## src/rtl/ahb_lite_decode_mux.sv

```systemverilog
// ahb_lite_decode_mux: single-master AHB-Lite address decoder and response mux with a default ERROR slave
module ahb_lite_decode_mux #(
  parameter int NUM_SLAVES = 4,
  parameter int ADDR_W = 32,
  parameter int DATA_W = 32,
  parameter logic [NUM_SLAVES*ADDR_W-1:0] BASE = {32'hB000_0000, 32'h5000_0000, 32'h4000_0000, 32'h2000_0000},
  parameter logic [NUM_SLAVES*ADDR_W-1:0] MASK = {4{32'hF000_0000}},
  parameter int CNT_W = 16
) (
  input  logic                         CLK,
  input  logic                         RST,
  input  logic [ADDR_W-1:0]            m_HADDR,
  input  logic [1:0]                   m_HTRANS,
  input  logic                         m_HWRITE,
  input  logic [2:0]                   m_HSIZE,
  input  logic [2:0]                   m_HBURST,
  input  logic [3:0]                   m_HPROT,
  input  logic                         m_HMASTLOCK,
  input  logic [DATA_W-1:0]            m_HWDATA,
  output logic [DATA_W-1:0]            m_HRDATA,
  output logic                         m_HREADY,
  output logic [1:0]                   m_HRESP,
  output logic [NUM_SLAVES-1:0]        s_HSEL,
  output logic [ADDR_W-1:0]            s_HADDR,
  output logic [1:0]                   s_HTRANS,
  output logic                         s_HWRITE,
  output logic [2:0]                   s_HSIZE,
  output logic [2:0]                   s_HBURST,
  output logic [3:0]                   s_HPROT,
  output logic                         s_HMASTLOCK,
  output logic [DATA_W-1:0]            s_HWDATA,
  output logic                         s_HREADY,
  input  logic [NUM_SLAVES-1:0]        s_HREADYOUT,
  input  logic [2*NUM_SLAVES-1:0]      s_HRESP,
  input  logic [DATA_W*NUM_SLAVES-1:0] s_HRDATA,
  output logic [CNT_W-1:0]             err_cnt,
  output logic                         err_pulse
);
  localparam int IW = NUM_SLAVES > 1 ? $clog2(NUM_SLAVES) : 1;
  localparam logic [1:0] IDLE = 2'd0, ERR1 = 2'd1, ERR2 = 2'd2;
  logic [IW-1:0] dec_idx, dp_idx;
  logic dec_hit, dp_def, dp_act, act, def_err;
  logic [1:0] st, st_nxt;
  if (NUM_SLAVES < 1 || NUM_SLAVES > 16) begin : g_bad
    $error("ahb_lite_decode_mux: NUM_SLAVES must be 1..16");
  end
  always_comb begin
    s_HSEL = '0;
    dec_hit = 1'b0;
    dec_idx = '0;
    for (int i = 0; i < NUM_SLAVES; i++)
      if (!dec_hit && (m_HADDR & MASK[i*ADDR_W +: ADDR_W]) == BASE[i*ADDR_W +: ADDR_W]) begin
        s_HSEL[i] = 1'b1;
        dec_hit = 1'b1;
        dec_idx = IW'(i);
      end
  end
  assign act = m_HTRANS[1];
  assign st_nxt = st == ERR1 ? ERR2 : !m_HREADY ? st : (!dec_hit && act) ? ERR1 : IDLE;
  always_ff @(posedge CLK)
    if (RST) begin
      dp_def <= 1'b1;
      dp_idx <= '0;
      dp_act <= 1'b0;
      st <= IDLE;
      err_cnt <= '0;
    end else begin
      st <= st_nxt;
      if (m_HREADY) begin
        dp_def <= !dec_hit;
        dp_idx <= dec_idx;
        dp_act <= act;
      end
      if (st_nxt == ERR1 && !(&err_cnt)) err_cnt <= err_cnt + 1'b1;
    end
  assign def_err = dp_act && st != IDLE;
  assign err_pulse = dp_act && st == ERR1;
  assign m_HREADY = dp_def ? st != ERR1 : s_HREADYOUT[dp_idx];
  assign m_HRESP = dp_def ? {1'b0, def_err} : s_HRESP[2*int'(dp_idx) +: 2];
  assign m_HRDATA = dp_def ? '0 : s_HRDATA[int'(dp_idx)*DATA_W +: DATA_W];
  assign s_HADDR = m_HADDR;
  assign s_HTRANS = m_HTRANS;
  assign s_HWRITE = m_HWRITE;
  assign s_HSIZE = m_HSIZE;
  assign s_HBURST = m_HBURST;
  assign s_HPROT = m_HPROT;
  assign s_HMASTLOCK = m_HMASTLOCK;
  assign s_HWDATA = m_HWDATA;
  assign s_HREADY = m_HREADY;
endmodule

```

## config.mk

```make
export PLATFORM = sky130hd
export DESIGN_NAME = ahb_lite_decode_mux
export DESIGN_NICKNAME = d
export VERILOG_FILES = /design/src/rtl/ahb_lite_decode_mux.sv
export SDC_FILE = /design/constraint.sdc
export NUM_CORES = 1
export LEC_CHECK = 0
export ABC_AREA = 0
export ABC_CLOCK_PERIOD_IN_PS = 1890
export CELL_PAD_IN_SITES_DETAIL_PLACEMENT = 0
export CELL_PAD_IN_SITES_GLOBAL_PLACEMENT = 1
export CORE_MARGIN = 8
export CORE_UTILIZATION = 17
export CTS_CLUSTER_DIAMETER = 120
export DETAILED_ROUTE_END_ITERATION = 10
export PLACE_DENSITY_LB_ADDON = 0.1
export REMOVE_ABC_BUFFERS = 1
export SKIP_LAST_GASP = 1
export SYNTH_ARGS = -nofsm -noshare
export SYNTH_HDL_FRONTEND = slang
export SYNTH_SLANG_ARGS = --single-unit
export TNS_END_PERCENT = 5
```

## constraint.sdc

```tcl
create_clock -name CLK -period 1.89 [get_ports CLK]
set_input_delay 0.189 -clock CLK [delete_from_list [all_inputs] [get_ports CLK]]
set_output_delay 0.189 -clock CLK [all_outputs]
set_load 0.005 [all_outputs]
```

Yosys cells after proc, flatten, opt, wreduce, memory -nomap -nowiden --
Index checks and enable logic that the tools add are counted.
Operators by class: shifts and indexed selects 2, muxes and demuxes 18, reduce and logical (&&, ||, !) cells 14, order comparisons 1, eq/ne operators 7, $add $sub $neg 1
Operators by type and width (count):
- 128-bit by 8-bit variable part select with 32-bit output | 1
- 32-bit two-way mux | 1
- 16-bit by 1-bit adder with 16-bit output, second input constant | 1
- 16-bit AND reduction | 1
- 1-bit two-way mux | 11
- 2-bit two-way mux | 5
- 4-bit by 3-bit == test with 1-bit output, second input constant | 2
- 8-bit by 4-bit variable part select with 2-bit output | 1
- 1-bit logical AND | 7
- 1-bit logical NOT | 5
- 2-bit by 1-bit == test with 1-bit output, second input constant | 2
- 4-bit by 2-bit == test with 1-bit output, second input constant | 1
- 4-bit == test, second input constant | 1
- 2-bit by 3-bit < comparator with 1-bit output, second input constant | 1
- 1-bit binary-select mux with 2-bit select | 1
- 2-bit by 1-bit != test with 1-bit output, second input constant | 1
- 2-bit nonzero test | 1
Storage, ports and cells: bits in registers 22, output and inout port bits 135, word-level logic and storage cells 48, input bits 220

Longest topological paths before layout --
Gate-level depths: netlist (run 1).
depth in word-level cells 18, gate-level depth with buffers 7, mapped depth without buffers 6

Worst setup path after synthesis (run 1) --
OpenSTA, ideal clock, no wires.
kind reg2reg, start point reg err_cnt[0], end point reg err_cnt[10], cell stages (with the launch flop) 7, buffers on the path 1, setup slack 0.124 ns, arrival time 1.696 ns, required time 1.819 ns, library setup time 0.071 ns, cell sequence dfxtp_1 ha_1 nand4_1 or2_2 clkbuf_1 or4_1 a21oi_1
On the way: word-level cells in the longest chain between the ends 3, elaborated cells between the ends (all ways) 4, classes of those cells add/sub: 1; reduce/logical: 3
RTL lines:
- start, declared | RTL line 36 | output logic [CNT_W-1:0] err_cnt,
- start signal, assigned | RTL line 74 | if (st_nxt == ERR1 && !(&err_cnt)) err_cnt <= err_cnt + 1'b1;
- parallel branches: the longest is 3 deep, another holds 16-bit by 1-bit adder with 16-bit output
Several ways; the timed one is not identified. A chain may end at the register's enable or synchronous reset.

Worst setup path in the final report (run 1) --
start point reg dp_idx[0], end point out m_HRDATA[17]
On the way: word-level cells in the longest chain between the ends 2
RTL lines:
- start, declared | RTL line 41 | logic [IW-1:0] dec_idx, dp_idx;
- start signal, assigned | RTL line 71 | dp_idx <= dec_idx;
- 128-bit by 8-bit variable part select with 32-bit output | RTL line 80 | assign m_HRDATA = dp_def ? '0 : s_HRDATA[int'(dp_idx)*DATA_W +: DATA_W];
- 32-bit two-way mux | RTL line 80
- end, declared | RTL line 20 | output logic [DATA_W-1:0] m_HRDATA,
Every way passes these cells.

==> summary.txt, run 1 <==
outcome - finished, violations left
failing checks - negative setup slack
DR vias - 3117
Slew @ Worst Pin - 0.473 ns
Core Region - 16300 um2
Seq pwr share - 23.8%
final hold violation count - 0
Cell variety after synth - 39
max-slew violations - 0
Die ar. - 20900 um2
simple-gate share of the synthesized area - 21.3%
area grow syn2layout - 84.4%
number of global-route vias before repair - 3061
largest family of logic cells by synthesized area - multiplexers
H-tree depth - 1
worst hold-check path type - input port to output pin
Period minus WS final - 2.03 ns
final WL - 24200 um
type of origin of the critical path - register
die width - 144 um
Initial Util - 17.2%
Synth area leader - mux4_2
synthesized area - 2810 um2
setup tns final - -3.96 ns
async set-reset flop share out of synthesis - 0%
Yosys top cell area share - 27.3%
diode count - 0
area post-placement - 4840 um2
RSZ-0062 raised after global routing - true
Overflow after GRT - 0
Hold WS - 0.378 ns
top achievable clock speed - 492 MHz
DIE HEIGHT - 144 um
largest net degree at the start of global routing - 38
crit-path max cell delay - 0.47 ns
Worst Slack Setup Final - -0.142 ns
clock network fraction of design power - 24.0%
post-synthesis compound-gate area fraction - 8.38%
CTS Root Cell - clkbuf_16
global-route wire length before repair - 29800 um
Sw Ratio - 26.7%
CTS tree - yes
Clk Latency, worst-skew pair - 0.26 ns
Num CTS Buffers - 3
number of remaining DRC errors - 0
Pre-antenna DRT Iters - 4
number of synthesized flops with an enable pin - 0
Slowest cell on crit path - mux4_2
Main synth FF type - dfxtp_1
critical path cell sequence - buf_8 > buf_4 > mux4_2 > nor2b_1 > dlygate4sd2_1
Syn Area/Cell - 9.42 um2
mean routed wirelength per cell - 35.0 um
synth top area cells - mux4_2, buf_4, dfxtp_1
clk sink count - 22
ANT nets after route - 0
sw power - 0.562 mW
Via density - 4.50
CP delay by family, top - buffers and inverters
Rows - 47
CP max FO - 6
WS Path Type - register to output pin
sequential-to-total area share from yosys stat - 15.7%
pwr/cell area - 407 nW/um2
Warnings, synthesis - 0
# port buffers - 208
IO Count - 355
Leakage - 1.93 nW
xor/xnor share of the synthesized area - 0.624%
relative slew slack - 68.5%
critical path arrival - 1.84 ns
#FFs+latches synth - 22
share of layout cells above drive strength 1 - 25.2%
total power - 2.10 mW
Final nets - 694
Tot GR Track Use - 21.8%
fin crit share - 108%
VDD IR max - 0.271 mV
maxcap violations - 0
Critical Path End Type - output pin
Synth Area in Adders - 0.446%
Post-DP HPWL - 21000 um
Layout fillers - 1733
initial drt markers - 114
Worst-path clk slew - 0.06 ns
final std cell area, no fill - 5180 um2
GPL Wtd Cong - 0.871
Syn Inst Count - 298
required time worst endpoint - 1.70 ns
Worst Clk Skew - 0.00212 ns
mux share of post-synthesis cell area - 29.2%
Pint - 1.54 mW
antenna violations before repair - 0
worst path bufs/invs - 3
# setup viols final - 51
combinational group share of total power - 52.1%
Clock Tree Buf Depth - 2
[state kept, by name (all words and copies together) (netlist names)]
register	count
err_cnt	16
dp_idx	2
st	2
dp_act	1
dp_def	1
[placed cells by master (no fill, tap or decap), drive strengths merged, types with 3 or more instances in the layout]
master | netlist | final
or4 | 5 | 5
a21oi | 12 | 12
dlygate4sd2 | 0 | 25
inv | 3 | 3
nor3 | 4 | 4
o31ai | 4 | 4
nand4b | 2 | 3
mux2i | 5 | 5
o21ai | 8 | 8
nand4 | 5 | 5
nor2 | 15 | 15
mux4 | 34 | 34
nand2 | 9 | 9
clkdlybuf4s50 | 0 | 169
nand3 | 5 | 5
clkdlybuf4s15 | 0 | 5
buf | 85 | 54
a211oi | 3 | 3
dfxtp | 22 | 22
nor2b | 38 | 38
or3 | 7 | 7
clkbuf | 10 | 11
[Yosys cell counts (2+ instances only)]
master and instances:
a211oi_1 3, a21oi_1 12, and2_1 2, buf_2 4
buf_4 79, buf_6 2, clkbuf_1 10, dfxtp_1 22
inv_1 3, mux2i_1 4, mux4_2 34, nand2_1 9
nand2b_1 2, nand3_1 5, nand4_1 5, nor2_1 15
nor2b_1 38, nor3_1 4, nor3b_1 2, o21ai_0 8
o22ai_1 2, o31ai_1 4, or2_2 2, or3_1 7
or4_1 5, xor2_1 2
[power by group through the flow]
| stage | Clock, mW | Combinational [mW] | Sequential, mW |
|---|---|---|---|
| detailed placement | 0 | 1.01 | 0.513 |
| global placement | 0 | 1.00 | 0.511 |
| global route | 0.539 | 1.17 | 0.504 |
| floorplan | 0 | 0.326 | 0.566 |
| finish | 0.506 | 1.10 | 0.502 |
| CTS | 0.521 | 1.07 | 0.502 |
[worst reg2reg max path, delay by kind of cell (launching register included)]
kind	cells	cell delay (ns)
simple gates	2	0.54
flops	1	0.36
buf+inv	2	0.33
compound gates	2	0.48
mux	1	0.22
[metal layers]
metal / part of all wire (%) / vias up / track usage (%)
met2: 48 / 298 / 36.6
met1: 29 / 1434 / 18.4
met4: 1.9 / 0 / 4.00
met3: 21 / 22 / 21.2
li1: - / 1363 / -
met5: 0 / - / 0.262
[worst paths after layout]
check | start | endpoint | slack [ns] | cells past startpoint
max | dp_idx[0] | m_HRDATA[17] | -0.14 | 5
min | m_HADDR[16] | s_HADDR[16] | 0.38 | 0
min reg2reg | st[1] | st[1] | 0.50 | 1
max reg2reg | dp_idx[1] | err_cnt[5] | -0.11 | 7
[logic make-up after synthesis]
logic type               Yosys count
buffers and inverters             98
AND/OR/NAND/NOR                  101
multiplexers                      39
XOR/XNOR                           2
AO/OA/AOI/OAI                     35
adder cells (fa/ha/maj)            1
flip-flops                        22
[per-stage QoR]
step                      utilization, %  cells  worst slack [ns]
after detailed placement            29.6    672            -0.324
after global routing                31.7    692            -0.213
after floorplan                        -    203             -1.23
after global placement              29.6    672            -0.238
final                               31.7    692            -0.142
after CTS                           31.1    683            -0.220
[repair_timing]
item                       4_1_cts  5_1_grt
pin swaps                        0        3
setup buffers                    4        7
hold buffers                     0        0
setup endpoints to repair       55       55
gates cloned                     3        2
gates resized for setup         56       23
[layout make-up]
cell class              count  area [um2]  area share [%]
multi-input cells         180        1770            34.3
repair buffers            263        2580            49.8
flip-flops and latches     22         448            8.65
clock buffers               4        88.8            1.72
well taps                 220         275            5.32
inverters                   3        11.3           0.218
Power figures use the tool's default switching activity.
==> run 2, diff against run 1 <==
--- a/config.mk
+++ b/config.mk
@@ -12,6 +12,7 @@
 export CORE_MARGIN = 8
 export CORE_UTILIZATION = 17
 export CTS_CLUSTER_DIAMETER = 120
+export CTS_CLUSTER_SIZE = 40
 export DETAILED_ROUTE_END_ITERATION = 10
 export PLACE_DENSITY_LB_ADDON = 0.1
 export REMOVE_ABC_BUFFERS = 1
==> results of run 2 <==
Final layout, timing and power as in run 1 (identical DEF).
==> edit 1 (settings of run 2) <==
Register the output `err_cnt` once more, cleared by the reset; this adds one clock of latency there. The other outputs are not delayed to match.
--- a/src/rtl/ahb_lite_decode_mux.sv
+++ b/src/rtl/ahb_lite_decode_mux.sv
@@ -39,4 +39,6 @@
   localparam int IW = NUM_SLAVES > 1 ? $clog2(NUM_SLAVES) : 1;
   localparam logic [1:0] IDLE = 2'd0, ERR1 = 2'd1, ERR2 = 2'd2;
+
+  logic [CNT_W-1:0] err_cnt_s0;
   logic [IW-1:0] dec_idx, dp_idx;
   logic dec_hit, dp_def, dp_act, act, def_err;
@@ -64,5 +66,5 @@
       dp_act <= 1'b0;
       st <= IDLE;
-      err_cnt <= '0;
+      err_cnt_s0 <= '0;
     end else begin
       st <= st_nxt;
@@ -72,5 +74,5 @@
         dp_act <= act;
       end
-      if (st_nxt == ERR1 && !(&err_cnt)) err_cnt <= err_cnt + 1'b1;
+      if (st_nxt == ERR1 && !(&err_cnt_s0)) err_cnt_s0 <= err_cnt_s0 + 1'b1;
     end
   assign def_err = dp_act && st != IDLE;
@@ -88,4 +90,12 @@
   assign s_HWDATA = m_HWDATA;
   assign s_HREADY = m_HREADY;
+  always_ff @(posedge CLK) begin
+    if (RST) begin
+      err_cnt <= '0;
+    end else begin
+      err_cnt <= err_cnt_s0;
+    end
+  end
+
 endmodule
 
Function: changed (a bounded check fails within 4 cycles, from zero or initial values and one cycle with RST high).
==> edit 1 against run 2 <==
The flow still finishes with violations (setup timing). Worst setup slack lost 0.068 ns. Routed wire length grew 5.4%. Sequential cell count grew 16. Non-clock buffer count shrank 11. Power grew 22%. Sequential power grew 67%. Combinational power shrank 19%. Count of clock-buffer cells in the layout grew 3. Synthesized area grew 16%. Largest power group unchanged. Worst hold slack is essentially flat. Critical endpoint is now err_pulse. Critical path type unchanged. Cell area grew 7.8%. Clock power grew 67%. Utilization shrank 1.8 points.
==> edit 1: results <==
export IMPL_root_buffer="clkbuf_16"
export IMPL_synth_warnings=0
export IMPL_arrival_ns=1.91
export IMPL_clockBufferDepth=2
export IMPL_pre_cts_ws_ns=-0.4314
export IMPL_cts_made_buffers=5
export IMPL_crit_slowest_cell="nor2b_1"
export IMPL_status="finished, violations left"
export IMPL_ys_top_cells_by_count="buf_4 (79), nor2b_1 (50), dfxtp_1 (38), mux4_2 (34), nor2_1 (21)"
export IMPL_cellLeakagePower_nw=2.181
export IMPL_grt_pass1_vias=3403
export IMPL_drtIter0Drc=104
export IMPL_largestRegisters="err_cnt x16, err_cnt_s0 x16"
export IMPL_max_stage_delay_ns=0.53
export IMPL_final_min_clock_period_ns=2.100
export IMPL_report_final_setup_viol=56
export IMPL_antenna_found_initial=0
export IMPL_path_max_fanout=5
export IMPL_worst_skew_pair_late_latency_ns=0.28
export IMPL_grt_use_total_pct=20.82
export IMPL_slew_headroom_pct=59.31
export IMPL_cts_clk_slew_worst_paths_ns=0.05
export IMPL_drive_gt1_share_pct=22.83
export IMPL_dp_hpwl_um=22410
export IMPL_grt_max_degree=39
export IMPL_finClkSkew_ns=0.003739
export IMPL_fin_ws_ns=-0.2098
export IMPL_synthArstFlopShare_pct=0
export IMPL_ir_worst_vdd_uv=267.1
export IMPL_antenna_left=0
export IMPL_via_per_inst=4.427
export IMPL_n_antenna_cell=0
export IMPL_ys_types=42
export IMPL_h_tree_depth=2
export IMPL_violations="setup timing"
export IMPL_grt_pass1_wl_um=33280
export IMPL_seq_area_frac_synth_pct=23.47
export IMPL_cap_violations=0
export IMPL_ys_flop_type="dfxtp_1"
export IMPL_post_drt_wl_per_cell_um=35.00
export IMPL_synth_area_leaders="mux4_2 (24%), dfxtp_1 (23%), buf_4 (18%), nor2b_1 (9.6%), mux2_2 (2.4%)"
export IMPL_drt_first_pass_iters=4
export IMPL_place_gp_congestion=0.8117
export IMPL_fin_nets=715
export IMPL_fillers=1925
export IMPL_critical_path_top_delay_family="simple AND/OR/NAND/NOR gates"
export IMPL_numPortBuffers=208
export IMPL_holdCritPathClass="in -> out"
edit 1: cells by family after synthesis:
group	share of synthesized area, %
xor+xnor	0.5404
mux	28.41
compound gates	4.748
fa+ha+maj	0.3859
simple gates	20.92
buf+inv	21.54
flops	23.47
edit 1: what timing repair did:
item,in CTS,in global routing
endpoints found under the setup margin,58,60
gates cloned,2,0
resized for setup,60,5
buffers inserted,8,0
pin swaps,5,2
hold buffers,0,0
edit 1: final timing paths:
path / from / endpoint / slack [ns] / depth (start not counted)
worst max-delay path: st[0]$_SDFF_PP0_ / err_pulse / -0.21 / 3
worst max register to register: dp_idx[0]$_SDFFE_PP0P_ / err_cnt_s0[4]$_SDFFE_PP0P_ / -0.19 / 7
worst min-delay path: m_HADDR[18] / s_HADDR[18] / 0.38 / 0
worst min register to register: st[1]$_SDFF_PP0_ / st[1]$_SDFF_PP0_ / 0.48 / 1
edit 1: stage by stage:
step                setup TNS (ns)  cell area, µm²  std cells
floorplan                   -51.83            2566        234
global placement            -7.517            5281        711
detailed placement          -8.022            5281        711
CTS                         -10.71            5564        729
global route                -13.03            5579        729
finish                      -8.233            5579        729
edit 1: final cells by class:
cell class,instances,area share [%]
sequential,38,13.73
clock inverter,1,0.08971
timing repair buffer,252,44.45
tap,234,5.248
inverter,6,0.4037
clock buffer,7,2.557
multi-input combinational,191,33.53
edit 1: worst register-to-register path: stages, from the launching register on:
cell      delay (ns)
dfxtp_4         0.39
buf_16          0.15
mux2i_4         0.20
a221oi_4        0.41
nand3_4         0.23
buf_6           0.19
or4_1           0.39
nand2_1         0.07
edit 1: where the power goes:
group | internal, W | switching [W]
combinational | 0.000600 | 0.000297
sequential | 0.000819 | 0.0000162
clock | 0.000523 | 0.000321
edit 1: layer usage:
layer	GRT usage [%]	wire [µm]	vias up
li1	-	-	1422
met1	14.87	6289	1456
met2	37.64	13130	340
met3	22.11	5901	7
met4	1.773	89	2
met5	3.240	103	-
==> edit 2 (settings of run 2) <==
Made on the original files. Change the parameter `DATA_W` from 32 to 40.
--- a/src/rtl/ahb_lite_decode_mux.sv
+++ b/src/rtl/ahb_lite_decode_mux.sv
@@ -3,5 +3,5 @@
   parameter int NUM_SLAVES = 4,
   parameter int ADDR_W = 32,
-  parameter int DATA_W = 32,
+  parameter int DATA_W = 40,
   parameter logic [NUM_SLAVES*ADDR_W-1:0] BASE = {32'hB000_0000, 32'h5000_0000, 32'h4000_0000, 32'h2000_0000},
   parameter logic [NUM_SLAVES*ADDR_W-1:0] MASK = {4{32'hF000_0000}},
Ports: changed (resized m_HRDATA, m_HWDATA, s_HRDATA and s_HWDATA); port bits go from 355 to 411. No check against the original RTL was run, so the function may have changed too.
==> edit 2 against run 2 <==
Maximum frequency down 1.8%. Non-clock buffer count rose by 35. Power grew 4.1%. Worst setup slack worse by 0.037 ns. The flow still finishes with violations (setup timing). Final cell count up 9.1%. Critical endpoint is now m_HRDATA[15]. Synthesized area is 12% higher. Via count rose by 13%. Critical path type unchanged. Cell area rose by 12%. Routed wire length up 19%. Sequential cell count unchanged. Sequential power about the same.
==> edit 2: results <==
export IMPL_largestRegisters="err_cnt x16, dp_idx x2, st x2"
export IMPL_fin_ws_ns=-0.1788
export IMPL_timing_setup_tns_ns=-7.120
export IMPL_wl_met1_um=7611
export IMPL_route_met3_wl_um=4589
export IMPL_via_per_inst=4.664
export IMPL_synth_compound_area_share_pct=7.708
export IMPL_dp_hpwl_um=25810
export IMPL_numPortBuffers=248
export IMPL_grt_use_total_pct=23.21
export IMPL_place_gp_congestion=0.8786
export IMPL_synth_mux_area_share_pct=32.15
export IMPL_crit_buf_inv=2
export IMPL_status="finished, violations left"
export IMPL_finClkSkew_ns=0.008217
export IMPL_grt_pass1_wl_um=35270
export IMPL_routed_top_layer="met5"
export IMPL_violations="setup timing"
export IMPL_wl_met2_um=15790
export IMPL_crit_slowest_cell="mux4_2"
export IMPL_drtIter0Drc=100
export IMPL_report_final_setup_viol=58
export IMPL_path_max_fanout=7
export IMPL_swShare_pct=25.27
export IMPL_ir_worst_vdd_uv=301.4
export IMPL_pre_cts_ws_ns=-0.3526
export IMPL_grt_pass1_vias=3591
export IMPL_synthAdderAreaFrac_pct=0.3994
export IMPL_ys_top_cells_by_count="buf_4 (88), nor2b_1 (45), mux4_2 (42), dfxtp_1 (22), nor2_1 (15)"
export IMPL_synth_xor_area_share_pct=0.8387
export IMPL_arrival_ns=1.88
export IMPL_synth_area_leaders="mux4_2 (30%), buf_4 (21%), dfxtp_1 (14%), nor2b_1 (9.0%), nor2_1 (1.8%)"
export IMPL_ys_types=43
export IMPL_max_stage_delay_ns=0.50
export IMPL_drive_gt1_share_pct=23.24
export IMPL_cellLeakagePower_nw=2.170
export IMPL_worstMarginPinSlew_ns=0.5855
## edit 2: changes by cell type in the layout (fill, tap and decap cells not counted), moves of 4 or more
cell	delta
a21oi_1	-4
buf_4	-7
clkbuf_2	-7
clkdlybuf4s50_1	+36
dlygate4sd2_1	+12
mux4_2	+8
nor2b_1	+7
## edit 2: layer usage
metal / track usage (%) / vias to the layer above
met3: 15.86 / 20
met2: 45.13 / 312
met4: 5.928 / 6
met1: 17.75 / 1670
met5: 4.082 / -
li1: - / 1513
## edit 2: area by class of cell
type | instances | area [µm²]
fill | 1857 | 12220
inverter | 5 | 18.77
sequential | 22 | 449.2
tap | 229 | 286.5
timing repair buffer | 298 | 2923
clock inverter | 1 | 30.03
antenna | 1 | 2.502
multi-input combinational | 196 | 2023
clock buffer | 3 | 75.07
## edit 2: power by group through the flow
stage,logic [W],clock network (W),registers (W)
3_3_place_gp,0.00106,0,0.000509
4_1_cts,0.00108,0.000615,0.000500
6_report,0.00109,0.000600,0.000501
2_1_floorplan,0.000321,0,0.000559
5_1_grt,0.00116,0.000633,0.000504
3_5_place_dp,0.00108,0,0.000509
## edit 2: logic make-up (layout without fill, tap and decap cells)
family,Yosys count,in the layout
other,0,1
XOR/XNOR,3,3
flip-flops,22,22
adder cells (fa/ha/maj),1,1
buffers and inverters,110,307
AO/OA/AOI/OAI,34,34
multiplexers,48,48
AND/OR/NAND/NOR,110,110
## edit 2: through the flow
step	util, %	std cells
floorplan	-	223
global placement	30.51	739
detailed placement	30.51	739
CTS	31.49	747
global route	32.22	755
finish	32.22	755
## edit 2: final timing paths
path / cells after the start / end / slack (ns) / start
worst max-delay path: 4 / m_HRDATA[15] / -0.18 / dp_idx[0]$_SDFFE_PP0P_
worst min-delay path: 0 / s_HADDR[18] / 0.38 / m_HADDR[18]
worst max register to register: 8 / err_cnt[10]$_SDFFE_PP0P_ / -0.17 / dp_idx[0]$_SDFFE_PP0P_
worst min register to register: 1 / st[1]$_SDFF_PP0_ / 0.48 / st[1]$_SDFF_PP0_
## edit 2: what timing repair did
action / in CTS / in global routing
pin swaps: 2 / 8
endpoints found under the setup margin: 59 / 67
hold endpoints to repair: 0 / 0
setup buffers: 4 / 7
resized for setup: 67 / 23
cloned: 0 / 0
